<file path="config.mk">
export PLATFORM = sky130hd
export DESIGN_NAME = io_port
export DESIGN_NICKNAME = d
export VERILOG_FILES = /design/src/rtl/io_port.sv
export SDC_FILE = /design/constraint.sdc
export NUM_CORES = 1
export LEC_CHECK = 0
export CAP_MARGIN = 20
export CORE_MARGIN = 10
export CORE_UTILIZATION = 35
export DETAILED_ROUTE_END_ITERATION = 8
export GPL_TIMING_DRIVEN = 0
export PLACE_DENSITY_LB_ADDON = 0.3
export SLEW_MARGIN = 20
export SYNTH_ARGS = -nofsm -noshare
export SYNTH_HDL_FRONTEND = slang
export SYNTH_SLANG_ARGS = --single-unit
</file>
<file path="constraint.sdc">
create_clock -name clk -period 4.6 [get_ports clk]
set_input_delay 1.15 -clock clk [delete_from_list [all_inputs] [get_ports clk]]
set_output_delay 1.15 -clock clk [all_outputs]
set_load 0.02 [all_outputs]
</file>
<file path="src/rtl/io_port.sv">
// Responder for the CPU IN/OUT interface: OUT words go into a FWFT output FIFO
// drained by the host; IN words come from a one-entry receive register the host fills.
module io_port #(
  parameter int unsigned W     = 16,
  parameter int unsigned DEPTH = 8
) (
  input  logic                       clk,
  input  logic                       rst,
  input  logic                       out_req,
  input  logic [W-1:0]               out_data,
  input  logic                       in_req,
  output logic [W-1:0]               in_data,
  output logic                       in_ack,
  output logic                       stall,
  output logic                       tx_valid,
  output logic [W-1:0]               tx_data,
  input  logic                       tx_ready,
  input  logic                       rx_valid,
  input  logic [W-1:0]               rx_data,
  output logic                       rx_ready,
  output logic [$clog2(DEPTH):0]     out_count,
  output logic                       proto_err
);

  localparam int unsigned AW = $clog2(DEPTH);
  localparam int unsigned CW = AW + 1;

  typedef enum logic [1:0] {IDLE, OUT_WAIT, IN_WAIT, ACK} state_t;

  state_t        state;
  logic [W-1:0]  mem [DEPTH];
  logic [AW-1:0] wr_ptr;
  logic [AW-1:0] rd_ptr;
  logic [CW-1:0] count;
  logic [W-1:0]  pend;
  logic [W-1:0]  rx_reg;
  logic          rx_full;

  logic          pop;
  logic          space;
  logic          push;
  logic [W-1:0]  push_data;
  logic          rx_accept;

  // FIFO push/pop decisions; a pop frees the slot a same-cycle push may use
  always_comb begin
    pop       = (count != '0) && tx_ready;
    space     = (count < CW'(DEPTH)) || pop;
    rx_accept = rx_valid && !rx_full;
    push      = 1'b0;
    push_data = out_data;
    if (state == IDLE && out_req && space) begin
      push = 1'b1;
    end else if (state == OUT_WAIT && pop) begin
      push      = 1'b1;
      push_data = pend;
    end
  end

  always_ff @(posedge clk) begin
    if (push) mem[wr_ptr] <= push_data;
  end

  always_ff @(posedge clk or posedge rst) begin
    if (rst) begin
      state     <= IDLE;
      wr_ptr    <= '0;
      rd_ptr    <= '0;
      count     <= '0;
      pend      <= '0;
      rx_reg    <= '0;
      rx_full   <= 1'b0;
      in_data   <= '0;
      proto_err <= 1'b0;
    end else begin
      if (push) wr_ptr <= wr_ptr + AW'(1);
      if (pop)  rd_ptr <= rd_ptr + AW'(1);
      case ({push, pop})
        2'b10:   count <= count + CW'(1);
        2'b01:   count <= count - CW'(1);
        default: count <= count;
      endcase

      // ACK consumes the word; rx_ready is low during ACK so no accept collides
      if (state == ACK) begin
        rx_full <= 1'b0;
      end else if (rx_accept) begin
        rx_full <= 1'b1;
        rx_reg  <= rx_data;
      end

      case (state)
        IDLE: begin
          if (out_req) begin
            if (in_req) proto_err <= 1'b1;
            if (!space) begin
              pend  <= out_data;
              state <= OUT_WAIT;
            end
          end else if (in_req) begin
            if (rx_full) begin
              in_data <= rx_reg;
              state   <= ACK;
            end else begin
              state <= IN_WAIT;
            end
          end
        end
        OUT_WAIT: begin
          if (pop) state <= IDLE;
        end
        IN_WAIT: begin
          if (rx_full) begin
            in_data <= rx_reg;
            state   <= ACK;
          end
        end
        default: state <= IDLE;
      endcase

      if (state != IDLE && (out_req || in_req)) proto_err <= 1'b1;
    end
  end

  assign stall     = (state != IDLE);
  assign in_ack    = (state == ACK);
  assign tx_valid  = (count != '0);
  assign tx_data   = mem[rd_ptr];
  assign rx_ready  = !rx_full;
  assign out_count = count;

endmodule
</file>
==> results.sh <==
export IMPL_cts_buffers=17
export IMPL_clkLatencyLatePin_ns=0.43
export IMPL_whs_ns=0.501
export IMPL_crit_cells=5
export IMPL_overflow=0
export IMPL_path_clk_slew_ns=0.06
export IMPL_skew_ns=0.0101
export IMPL_antenna_found_initial=1
export IMPL_synthTopCellsByArea="edfxtp_1 (50%), dfrtp_1 (20%), mux2_2 (10%), mux4_2 (9.3%), mux2_4 (1.9%)"
export IMPL_crit_chain="clkbuf_1 > clkbuf_1 > mux4_2 > mux2_2 > clkdlybuf4s50_1"
export IMPL_fin_util_pct=43.6
export IMPL_finalCritPeriodShare_pct=90.4
export IMPL_ys_flop_type="edfxtp_1"
export IMPL_period_minus_slack_ns=4.16
export IMPL_synth_commonest_cells="edfxtp_1 (128), mux2_2 (72), dfrtp_1 (62)"
export IMPL_yosysWarnings=0
export IMPL_worstPathRequired_ns=3.45
export IMPL_powerDensity_nw_per_um2=691
export IMPL_portBuffers=78
export IMPL_synth_top_family_by_area="multiplexers"
export IMPL_seq_area_frac_synth_pct=69.8
export IMPL_drt_iter0_markers=223
export IMPL_cp_slowest_stage_delay_ns=0.64
export IMPL_crit_path_start_kind="register"
export IMPL_syn_nets=438
export IMPL_ff_latch_area_um2=5400
export IMPL_critPathSlowestCell="clkbuf_1"
export IMPL_grt_pass1_wl_um=24900
export IMPL_max_slew_margin_pct=26.6
export IMPL_layout_drive_gt1_share_pct=32.8
export IMPL_synth_compound_area_share_pct=2.01
export IMPL_antenna_left=0
export IMPL_fp_dieW_um=169
export IMPL_synth_edff_count=128
export IMPL_cts_tree="yes"
export IMPL_core_um2=21800
export IMPL_hold_class="register to register"
export IMPL_vias_per_cell=4.94
export IMPL_critPathBufInv=3
export IMPL_synth_mux_area_share_pct=21.9
export IMPL_drt_pass1_iter_count=4
export IMPL_wire_per_inst_um=20.9
export IMPL_fill_cells=1931
export IMPL_syn_area_um2=7730
export IMPL_arrival_ns=3.01
export IMPL_end_kind="output port"
export IMPL_synth_top_area_share_pct=49.7
export IMPL_synthArstFlopShare_pct=32.6
export IMPL_cts_resized=0
export IMPL_cts_htree_levels=4
export IMPL_die_h_um=169
export IMPL_yosysTopAreaCell="edfxtp_1"
export IMPL_synth_cell_types=44
export IMPL_status="finished, final reports clean"
export IMPL_synth_seq_cells=190
export IMPL_dp_hpwl_um=10600
export IMPL_cts_hold_buffers=0
export IMPL_finalWorstSetupSlack_ns=0.444
export IMPL_crit_family="buffers and inverters"
export IMPL_r2r_cells=8
export IMPL_postSynthCellCount=395
export IMPL_synth_fa_ha_area_share_pct=0.809
export IMPL_maxSlewViolCount=0
export IMPL_cp_max_fo=10
export IMPL_synth_xor_area_share_pct=0.793
export IMPL_multiInputGateArea_um2=2220
export IMPL_cts_root_buffer="clkbuf_16"
export IMPL_tightest_slew_ns=1.10
export IMPL_path_class="register to output port"
export IMPL_finalSetupViolations=0
export IMPL_place_ws_ns=0.609
export IMPL_cpMostUsedCell="clkbuf_1"
export IMPL_rsz0062_at_grt="false"
export IMPL_area_growth_pct=22.8
export IMPL_initial_utilization_pct=35.5
export IMPL_fmax_mhz=241
export IMPL_row_count=54
export IMPL_totalWireLength_um=16400
export IMPL_grt_max_degree=53
export IMPL_num_vias=3891
export IMPL_grt_usage_pct=11.6
export IMPL_yosys_area_share_simple_pct=2.98
export IMPL_maxCapViolations=0
export IMPL_io_pins=79
export IMPL_finalHoldViolCount=0
export IMPL_dieArea_um2=28400
export IMPL_first_global_vias=4248
export IMPL_cts_sinks=190
export IMPL_drc_errors=0
export IMPL_min_path_cells=1
export IMPL_cellLeakagePower_nw=3.39
export IMPL_largest_reg_flops=128
export IMPL_yosysMostFrequentCell="edfxtp_1"
export IMPL_avgSynthCellArea_um2=19.6
export IMPL_peakVddDrop_mv=0.319
export IMPL_largest_register="mem"
export IMPL_postCtsSetupBuffers=0
export IMPL_gp_congestion=0.742
export IMPL_power_w=0.00655
export IMPL_fin_nets=537
export IMPL_cts_buffer_depth=2
cells in the final DEF (no fill, tap or decap), types with 3 or more instances in the layout:
master,n
and4b_1,3
buf_2,8
buf_6,3
clkbuf_1,7
clkbuf_16,17
clkdlybuf4s50_1,78
clkinv_1,3
clkinv_4,3
dfrtp_1,62
edfxtp_1,128
ha_1,5
inv_1,8
mux2_2,72
mux2_4,10
mux4_2,32
nand2_1,5
nor2_1,6
nor2b_1,3
xnor2_1,4
xor2_1,3
report_power, final:
part	switching [W]	internal (W)
Sequential	0.000235	0.00237
Combinational	0.00123	0.00127
Clock	0.000618	0.000824
through the flow:
step	area, um^2	TNS, ns	std cells
after floorplan	7730	0	395
after global routing	9490	0	786
after detailed placement	8910	0	755
after CTS	9490	0	786
after global placement	8860	-25.75	753
final	9490	0	787
logic make-up (layout without fill, tap and decap cells):
kind of cell,Yosys count,count (layout)
AO/OA/AOI/OAI,17,17
flip-flops,190,190
XOR/XNOR,7,7
multiplexers,115,115
buffers and inverters,27,138
AND/OR/NAND/NOR,34,34
adder cells (fa/ha/maj),5,5
other,0,1
final cells by class:
cell class / count / share of cell area (%)
flip-flops and latches: 190 / 56.9
multi-input cells: 178 / 23.4
repair buffers: 80 / 8.60
clock buffers: 20 / 4.81
well taps: 280 / 3.69
clock inverters: 11 / 1.23
plain buffers: 18 / 1.05
inverters: 9 / 0.382
diodes: 1 / 0.0264
final timing paths:
check,startpoint,to,slack (ns)
hold reg to reg,rx_reg[9]$_DFFE_PP0P_,in_data[9]$_DFFE_PP0P_,0.50
min in group asynchronous,rst,pend[10]$_DFFE_PP0P_,1.00
hold / removal,rx_reg[9]$_DFFE_PP0P_,in_data[9]$_DFFE_PP0P_,0.50
max in group asynchronous,rst,out_count[3]$_DFFE_PP0P_,3.07
setup / recovery,rd_ptr[1]$_DFFE_PP0P_,tx_data[11],0.44
setup reg to reg,out_count[0]$_DFFE_PP0P_,out_count[3]$_DFFE_PP0P_,1.61
worst reg2reg max path: cells and delay by family, from the launching register on:
family / cells / cell delay (ns)
flops: 1 / 0.50
simple gates: 2 / 0.98
fa+ha+maj: 1 / 0.26
compound gates: 3 / 0.82
buf+inv: 2 / 0.29
layer usage:
| layer | part of all wire [%] | vias to the layer above | track usage [%] | wire length, um |
|---|---|---|---|---|
| li1 | - | 1746 | - | - |
| met1 | 44 | 2035 | 14.5 | 7180 |
| met2 | 47 | 93 | 17.6 | 7730 |
| met3 | 8.1 | 15 | 5.16 | 1330 |
| met4 | 1.1 | 2 | 3.63 | 182 |
| met5 | 0.061 | - | 0 | 10 |
Note: power is estimated with default switching activity, not from simulation.
